===== config.mk =====
export PLATFORM = sky130hd
export DESIGN_NAME = stack_stream_reverser_flat
export DESIGN_NICKNAME = d
export VERILOG_FILES = /design/src/rtl/stack_stream_reverser_if.sv /design/src/rtl/stack_stream_reverser.sv /design/src/flat_wrapper.sv
export SDC_FILE = /design/constraint.sdc
export NUM_CORES = 1
export LEC_CHECK = 0
export BUFFER_PORTS_ARGS = -buffer_cell sky130_fd_sc_hd__buf_2
export CORE_UTILIZATION = 46
export DETAILED_ROUTE_END_ITERATION = 6
export PLACE_DENSITY = 0.78
export SLEW_MARGIN = 20
export SYNTH_ARGS = -nofsm -noshare
export SYNTH_HDL_FRONTEND = slang
export SYNTH_SLANG_ARGS = --single-unit

===== constraint.sdc =====
create_clock -name clk -period 2.5 [get_ports clk]
set_clock_uncertainty 0.05 [all_clocks]
set_input_delay 0.5 -clock clk [delete_from_list [all_inputs] [get_ports clk]]
set_output_delay 0.5 -clock clk [all_outputs]
set_load 0.02 [all_outputs]

===== src/rtl/stack_stream_reverser_if.sv =====
// Valid/ready stream bundle for the stack stream reverser: input word stream (s_*)
// and reversed output stream (m_*). The reverser connects through the slave modport.
interface stack_stream_reverser_if #(
    parameter int B = 8
) ();
    logic         s_valid;
    logic         s_ready;
    logic [B-1:0] s_data;
    logic         s_last;
    logic         m_valid;
    logic         m_ready;
    logic [B-1:0] m_data;
    logic         m_last;

    modport slave (
        input  s_valid, s_data, s_last, m_ready,
        output s_ready, m_valid, m_data, m_last
    );

    modport master (
        output s_valid, s_data, s_last, m_ready,
        input  s_ready, m_valid, m_data, m_last
    );
endinterface


===== src/rtl/stack_stream_reverser.sv =====
// Drives an external LIFO stack to emit each s_last-terminated frame in reverse order.
// Optional sticky overflow-split flag port ovf_o when REV_OVF_FLAG_EN is defined.
//
// state    | meaning
// ST_FILL  | accepting input words, pushing to stack
// ST_DRAIN | popping stack into the output register
module stack_stream_reverser #(
    parameter int B = 8,
    parameter int W = 4
) (
    input  logic                    clk,
    input  logic                    reset,
    stack_stream_reverser_if.slave  bus,
    output logic                    stk_push_o,
    output logic                    stk_pop_o,
    output logic [B-1:0]            stk_w_data_o,
    input  logic                    stk_empty_i,
    input  logic                    stk_full_i,
    input  logic [B-1:0]            stk_r_data_i
`ifdef REV_OVF_FLAG_EN
    ,
    output logic                    ovf_o
`endif
);

    localparam logic [0:0] ST_FILL  = 1'b0;
    localparam logic [0:0] ST_DRAIN = 1'b1;
    localparam logic [W:0] CAP      = {1'b0, {W{1'b1}}};
    localparam logic [W:0] ONE      = {{W{1'b0}}, 1'b1};

    logic [0:0]   state_q, state_d;
    logic [W:0]   cnt_q, cnt_d;
    logic         seg_last_q, seg_last_d;
    logic         m_valid_q, m_valid_d;
    logic [B-1:0] m_data_q, m_data_d;
    logic         m_last_q, m_last_d;
    logic         s_ready_c;
    logic         push_c;
    logic         pop_c;
`ifdef REV_OVF_FLAG_EN
    logic         ovf_q, ovf_d;
`endif

    // cnt_q is the authoritative occupancy; the stack empty flag is not needed
    logic         unused_stk_empty;
    assign unused_stk_empty = stk_empty_i;

    always_comb begin
        state_d    = state_q;
        cnt_d      = cnt_q;
        seg_last_d = seg_last_q;
        m_valid_d  = m_valid_q;
        m_data_d   = m_data_q;
        m_last_d   = m_last_q;
        s_ready_c  = 1'b0;
        push_c     = 1'b0;
        pop_c      = 1'b0;
`ifdef REV_OVF_FLAG_EN
        ovf_d      = ovf_q;
`endif

        if (m_valid_q && bus.m_ready) begin
            m_valid_d = 1'b0;
        end

        case (state_q)
            ST_FILL: begin
                s_ready_c = !stk_full_i && (cnt_q < CAP);
                push_c    = bus.s_valid && s_ready_c;
                if (push_c) begin
                    cnt_d = cnt_q + ONE;
                    if (bus.s_last) begin
                        seg_last_d = 1'b1;
                        state_d    = ST_DRAIN;
                    end else if ((cnt_q + ONE) == CAP) begin
                        // frame longer than the stack: emit this segment unterminated
                        seg_last_d = 1'b0;
                        state_d    = ST_DRAIN;
`ifdef REV_OVF_FLAG_EN
                        ovf_d      = 1'b1;
`endif
                    end
                end
            end
            default: begin
                pop_c = (cnt_q != '0) && (!m_valid_q || bus.m_ready);
                if (pop_c) begin
                    m_data_d  = stk_r_data_i;
                    m_valid_d = 1'b1;
                    m_last_d  = seg_last_q && (cnt_q == ONE);
                    cnt_d     = cnt_q - ONE;
                    if (cnt_q == ONE) begin
                        state_d    = ST_FILL;
                        seg_last_d = 1'b0;
                    end
                end
            end
        endcase
    end

    always_ff @(posedge clk or posedge reset) begin
        if (reset) begin
            state_q    <= ST_FILL;
            cnt_q      <= '0;
            seg_last_q <= 1'b0;
            m_valid_q  <= 1'b0;
            m_data_q   <= '0;
            m_last_q   <= 1'b0;
        end else begin
            state_q    <= state_d;
            cnt_q      <= cnt_d;
            seg_last_q <= seg_last_d;
            m_valid_q  <= m_valid_d;
            m_data_q   <= m_data_d;
            m_last_q   <= m_last_d;
        end
    end

`ifdef REV_OVF_FLAG_EN
    always_ff @(posedge clk or posedge reset) begin
        if (reset) begin
            ovf_q <= 1'b0;
        end else begin
            ovf_q <= ovf_d;
        end
    end

    assign ovf_o = ovf_q;
`endif

    assign bus.s_ready  = s_ready_c;
    assign bus.m_valid  = m_valid_q;
    assign bus.m_data   = m_data_q;
    assign bus.m_last   = m_last_q;
    assign stk_push_o   = push_c;
    assign stk_pop_o    = pop_c;
    assign stk_w_data_o = bus.s_data;

endmodule


===== src/flat_wrapper.sv =====
// flat-port wrapper written by rule: the top's interface ports become plain ports
module stack_stream_reverser_flat 
#(
    parameter int B = 8,
    parameter int W = 4
)
  (clk, reset, stk_push_o, stk_pop_o, stk_w_data_o, stk_empty_i, stk_full_i, stk_r_data_i, bus_s_valid, bus_s_data, bus_s_last, bus_m_ready, bus_s_ready, bus_m_valid, bus_m_data, bus_m_last);
  stack_stream_reverser_if #(.B(B)) bus_i ();
  input  logic clk;
  input  logic reset;
  output logic stk_push_o;
  output logic stk_pop_o;
  output logic [B-1:0] stk_w_data_o;
  input  logic stk_empty_i;
  input  logic stk_full_i;
  input  logic [B-1:0] stk_r_data_i;
  input wire logic [$bits(bus_i.s_valid)-1:0] bus_s_valid;
  input wire logic [$bits(bus_i.s_data)-1:0] bus_s_data;
  input wire logic [$bits(bus_i.s_last)-1:0] bus_s_last;
  input wire logic [$bits(bus_i.m_ready)-1:0] bus_m_ready;
  output wire logic [$bits(bus_i.s_ready)-1:0] bus_s_ready;
  output wire logic [$bits(bus_i.m_valid)-1:0] bus_m_valid;
  output wire logic [$bits(bus_i.m_data)-1:0] bus_m_data;
  output wire logic [$bits(bus_i.m_last)-1:0] bus_m_last;
  assign bus_i.s_valid = bus_s_valid;
  assign bus_i.s_data = bus_s_data;
  assign bus_i.s_last = bus_s_last;
  assign bus_i.m_ready = bus_m_ready;
  assign bus_s_ready = bus_i.s_ready;
  assign bus_m_valid = bus_i.m_valid;
  assign bus_m_data = bus_i.m_data;
  assign bus_m_last = bus_i.m_last;
  stack_stream_reverser #(.B(B), .W(W)) u_core (.clk(clk), .reset(reset), .bus(bus_i), .stk_push_o(stk_push_o), .stk_pop_o(stk_pop_o), .stk_w_data_o(stk_w_data_o), .stk_empty_i(stk_empty_i), .stk_full_i(stk_full_i), .stk_r_data_i(stk_r_data_i));
endmodule

# After elaboration in Yosys (flattened, before gate mapping)
# Index checks and enable logic that the tools add are counted.
[word_totals]
register_bits = 17
elab_cells = 48
output_inout_bits = 21
input_bits = 23
[classes]
magnitude_cmp = 1
muxes = 21
reduce_logical = 14
add_sub_neg = 2
n_eq_ne = 4
[op_table]
columns = ["cell", "count"]
rows = [
  ["1-bit 2-to-1 mux", 18],
  ["5-bit 2-to-1 mux", 3],
  ["5-bit by 1-bit adder with 5-bit output (second input constant)", 1],
  ["5-bit by 1-bit == test with 1-bit output (second input constant)", 1],
  ["5-bit by 4-bit == test with 1-bit output (second input constant)", 1],
  ["1-bit logical AND", 5],
  ["5-bit by 4-bit less-than comparator with 1-bit output (second input constant)", 1],
  ["5-bit nonzero test", 1],
  ["5-bit by 1-bit subtractor with 5-bit output (second input constant)", 1],
  ["2-bit inequality test (second input constant)", 2],
  ["2-bit AND reduction", 2],
  ["4-bit AND reduction", 1],
  ["3-bit nonzero test", 1],
  ["1-bit zero test", 2],
  ["2-bit nonzero test", 1],
  ["1-bit logical OR", 1],
]

# Logic depth before layout (Yosys ltp)
[logic_depth]
word_depth = 6
ltp_mapped = 9
depth_no_buf = 8

# Least setup slack after synthesis
# No wires, ideal clock.
[synth_timing]
path_type = "register to output"
startpoint = "register u_core.cnt_q[0]"
endpoint = "output stk_pop_o"
n_path_buf = 1
t_arrival_ns = 1.494
required_ns = 1.950
path_stages_with_launch = 7
slack_ns = 0.456
path_cell_list = "dfrtp_1 inv_1 ha_1 or4b_4 nand3_4 inv_4 buf_6"
[synth_via]
elab_chain_cells = 3
[synth_lines]
columns = ["item", "line_no", "rtl"]
rows = [
  ["start, declared", "stack_stream_reverser.sv:32", "logic [W:0] cnt_q, cnt_d;"],
  ["start signal, assigned", "stack_stream_reverser.sv:111", "cnt_q <= cnt_d;"],
  ["5-bit nonzero test", "stack_stream_reverser.sv:86", "pop_c = (cnt_q != '0) && (!m_valid_q || bus.m_ready);"],
  ["1-bit logical AND", "stack_stream_reverser.sv:86", ""],
  ["1-bit 2-to-1 mux", "stack_stream_reverser.sv:66", "case (state_q)"],
  ["end, declared", "flat_wrapper.sv:12", "output logic stk_pop_o;"],
]
# No other way between the ends.

# Final worst setup path
[layout_timing]
startpoint = "register u_core.cnt_q[1]"
endpoint = "output stk_pop_o"
# The elaborated chain is that of the path after synthesis.

==> run_results.csv <==
group,metric,value,unit
power_and_ir_drop,peakVddDrop,0.0005691,V
finish,antenna_cells,0,
clock_network,clk_pin_slew,100,ps
timing,setup_viol,0,
global_route,antenna_found_initial,0,
timing,fin_crit_sh,0.9596,
route,vias,805,
timing,worst_slew_pin_slew,636.4,ps
placed_design,dp_worst_setup_slack,270.9,ps
floorplan,die_w,48.50,um
global_route,grt_overflow,0,
clock_network,clock-sinks,17,
clock_network,numCtsBuffers,3,
floorplan,core,2002,sq um
yosys,syn_area_per_cell,9.384,sq um
timing,slew_headroom,0.5753,
setup_path,end_kind,"output pin",
clock_network,clock_path_buffers,2,
timing,rsz0062_at_grt,"no",
route,ant_nets,0,
clock_network,cts_tree,"yes",
yosys,ys_ff_latch,17,
placed_design,port_buffers,26,
timing,maxSlewViolCount,0,
hold_path,hold_class,"in2async",
finish,final_common_cell,"nand2_1",
yosys,yosys_warnings,0,
route,drt_wl_total,2087,um
global_route,grt_max_degree,18,
timing,max_freq,416.8,MHz
setup_path,r2r_cells,8,
route,viasPerCell,5.227,
route,drc,0,
flow_run,drv_cap,0,
route,drt_iter0_markers,7,
clock_network,root_buffer,"clkbuf_4",
timing,finalHoldViolations,0,
finish,final_cell_mix,"nand2_1, buf_2, dfrtp_1",
floorplan,die-area,2352,sq um
finish,fin_nets,155,
setup_path,cp-start-kind,"register",
yosys,yosys.area.top_type,"dfrtp_1",
clock_network,htree_num_levels,1,
yosys,yosysSeqAreaShare,0.4277,
clock_network,cts_hold_buf,0,
route,drtPass1Iterations,4,
setup_path,crit_type,"reg2out",
floorplan,num_rows,16,
placed_design,dpl.hpwl,1479,um
yosys,synth_area_leaders,"dfrtp_1, nand2_1, buf_4",
status,outcome,"complete, no violations",
global_route,grt_first_pass_wirelength,3394,um
power_and_ir_drop,power_density,1365,nW/um^2
global_route,grt_pass1_vias,778,
timing,hold_ws,218.5,ps
setup_path,critPathArrivalTime,1850,ps
floorplan,fp.dieH,48.50,um
yosys,syn_area,994.7,sq um
floorplan,io-pin-count,44,
floorplan,start_util,0.4969,
global_route,track_usage,0.1907,
yosys,synth_top_area_frac,0.4277,
route,wl_per_cell,13.55,um
setup_path,cp_max_fo,11,
yosys,netlist_instances,106,
finish,drive_above_1_share,0.3386,
power_and_ir_drop,p_leak,0.5845,nW
yosys,synth_cell_types,36,
finish,stdcell_area,1122,sq um
timing,setup_ws,100.9,ps
yosys,synthesis.nets,133,
timing,period_minus_slack,2399,ps
setup_path,required,1950,ps
finish,area_delta_synth_final,12.83,%
placed_design,globalplace.congestion,0.7644,
clock_network,clk_latency,290,ps
timing,tns,0,ps
placed_design,place_area,1070,sq um
worst max-delay path: stages, from the launching register on:
cell and delay (ps):
dfrtp_2 420, inv_1 100, ha_1 200, or4b_4 500, nand3_4 100, inv_4 80, buf_2 160
stage by stage:
step,util,power (mW),std cells
after floorplan,-,1.167,106
after global placement,0.5344,1.289,147
after detailed placement,0.5344,1.330,147
after CTS,0.5569,1.519,153
after global routing,0.5606,1.644,154
final,0.5606,1.532,154
metal layers:
metal,share of wire,track usage,vias to the layer above
met5,0,0,-
met2,0.53,0.3310,24
met3,0.043,0.02516,6
li1,-,-,388
met4,0.021,0.1225,0
met1,0.40,0.2206,387
cell families (layout without fill, tap and decap cells):
group | Yosys count | count (layout) | synth area share
XOR/XNOR | 5 | 5 | 0.04403
adder cells (fa/ha/maj) | 4 | 4 | 0.05032
buffers and inverters | 18 | 39 | 0.1182
flip-flops | 17 | 17 | 0.4277
AO/OA/AOI/OAI | 14 | 14 | 0.09561
AND/OR/NAND/NOR | 48 | 48 | 0.2642
flip-flops by register name, summed over array words and instances, names as in the netlist:
| signal | count |
|---|---|
| u_core.bus.m_data | 8 |
| u_core.bus.m_last | 1 |
| u_core.bus.m_valid | 1 |
| u_core.cnt_q | 5 |
| u_core.seg_last_q | 1 |
| u_core.state_q | 1 |
path summary, 6_finish.rpt:
| path | start | to | slack [ps] |
|---|---|---|---|
| min in group clk | stk_r_data_i[2] | u_core.bus.m_data[2] | 340 |
| hold / removal | reset | u_core.bus.m_data[0] | 220 |
| setup reg to reg | u_core.cnt_q[1] | u_core.cnt_q[2] | 500 |
| setup / recovery | u_core.cnt_q[1] | stk_pop_o | 100 |
| max in group asynchronous | reset | u_core.cnt_q[1] | 1730 |
| hold reg to reg | u_core.bus.m_data[7] | u_core.bus.m_data[7] | 430 |
report_power, final:
part / leakage [nW] / switching [mW] / internal, mW / total, mW
sequential: 0.203 / 0.113 / 0.412 / 0.525
clock: 0.0177 / 0.0929 / 0.0596 / 0.152
combinational: 0.364 / 0.509 / 0.346 / 0.855
total: 0.585 / 0.715 / 0.817 / 1.53
cell usage after synthesis:
library cell	number
a21boi_0	1
a21oi_1	4
a221o_1	1
a22o_1	1
and2_1	1
and3_1	1
and4bb_2	1
buf_2	2
buf_4	8
buf_6	2
clkbuf_1	1
dfrtp_1	17
ha_1	4
inv_1	4
inv_4	1
nand2_1	30
nand2b_1	2
nand3_1	1
nand3_4	1
nand4_1	1
nand4b_1	2
nor2_1	1
nor2_4	1
nor3_1	2
nor3b_1	1
nor4bb_1	1
o21a_1	1
o21ai_0	2
o21ai_1	1
o21ai_2	1
o22a_1	1
o32ai_1	1
or4b_2	1
or4b_4	1
xnor2_1	2
xor2_1	3
what timing repair did:
item	4_1_cts	5_1_grt
setup endpoints to repair	1	1
setup buffers	2	1
resized for setup	2	0
pin swaps	1	0
hold endpoints to repair	0	0
layout make-up:
type / count / area, sq um
Clock buffer: 3 / 22.52
Clock inverter: 1 / 5.005
Fill cell: 181 / 879.6
Inverter: 5 / 21.27
Multi-Input combinational cell: 71 / 451.7
Sequential cell: 17 / 427.9
Tap cell: 27 / 33.78
Timing Repair Buffer: 30 / 160.2
Power figures use the tool's default switching activity.
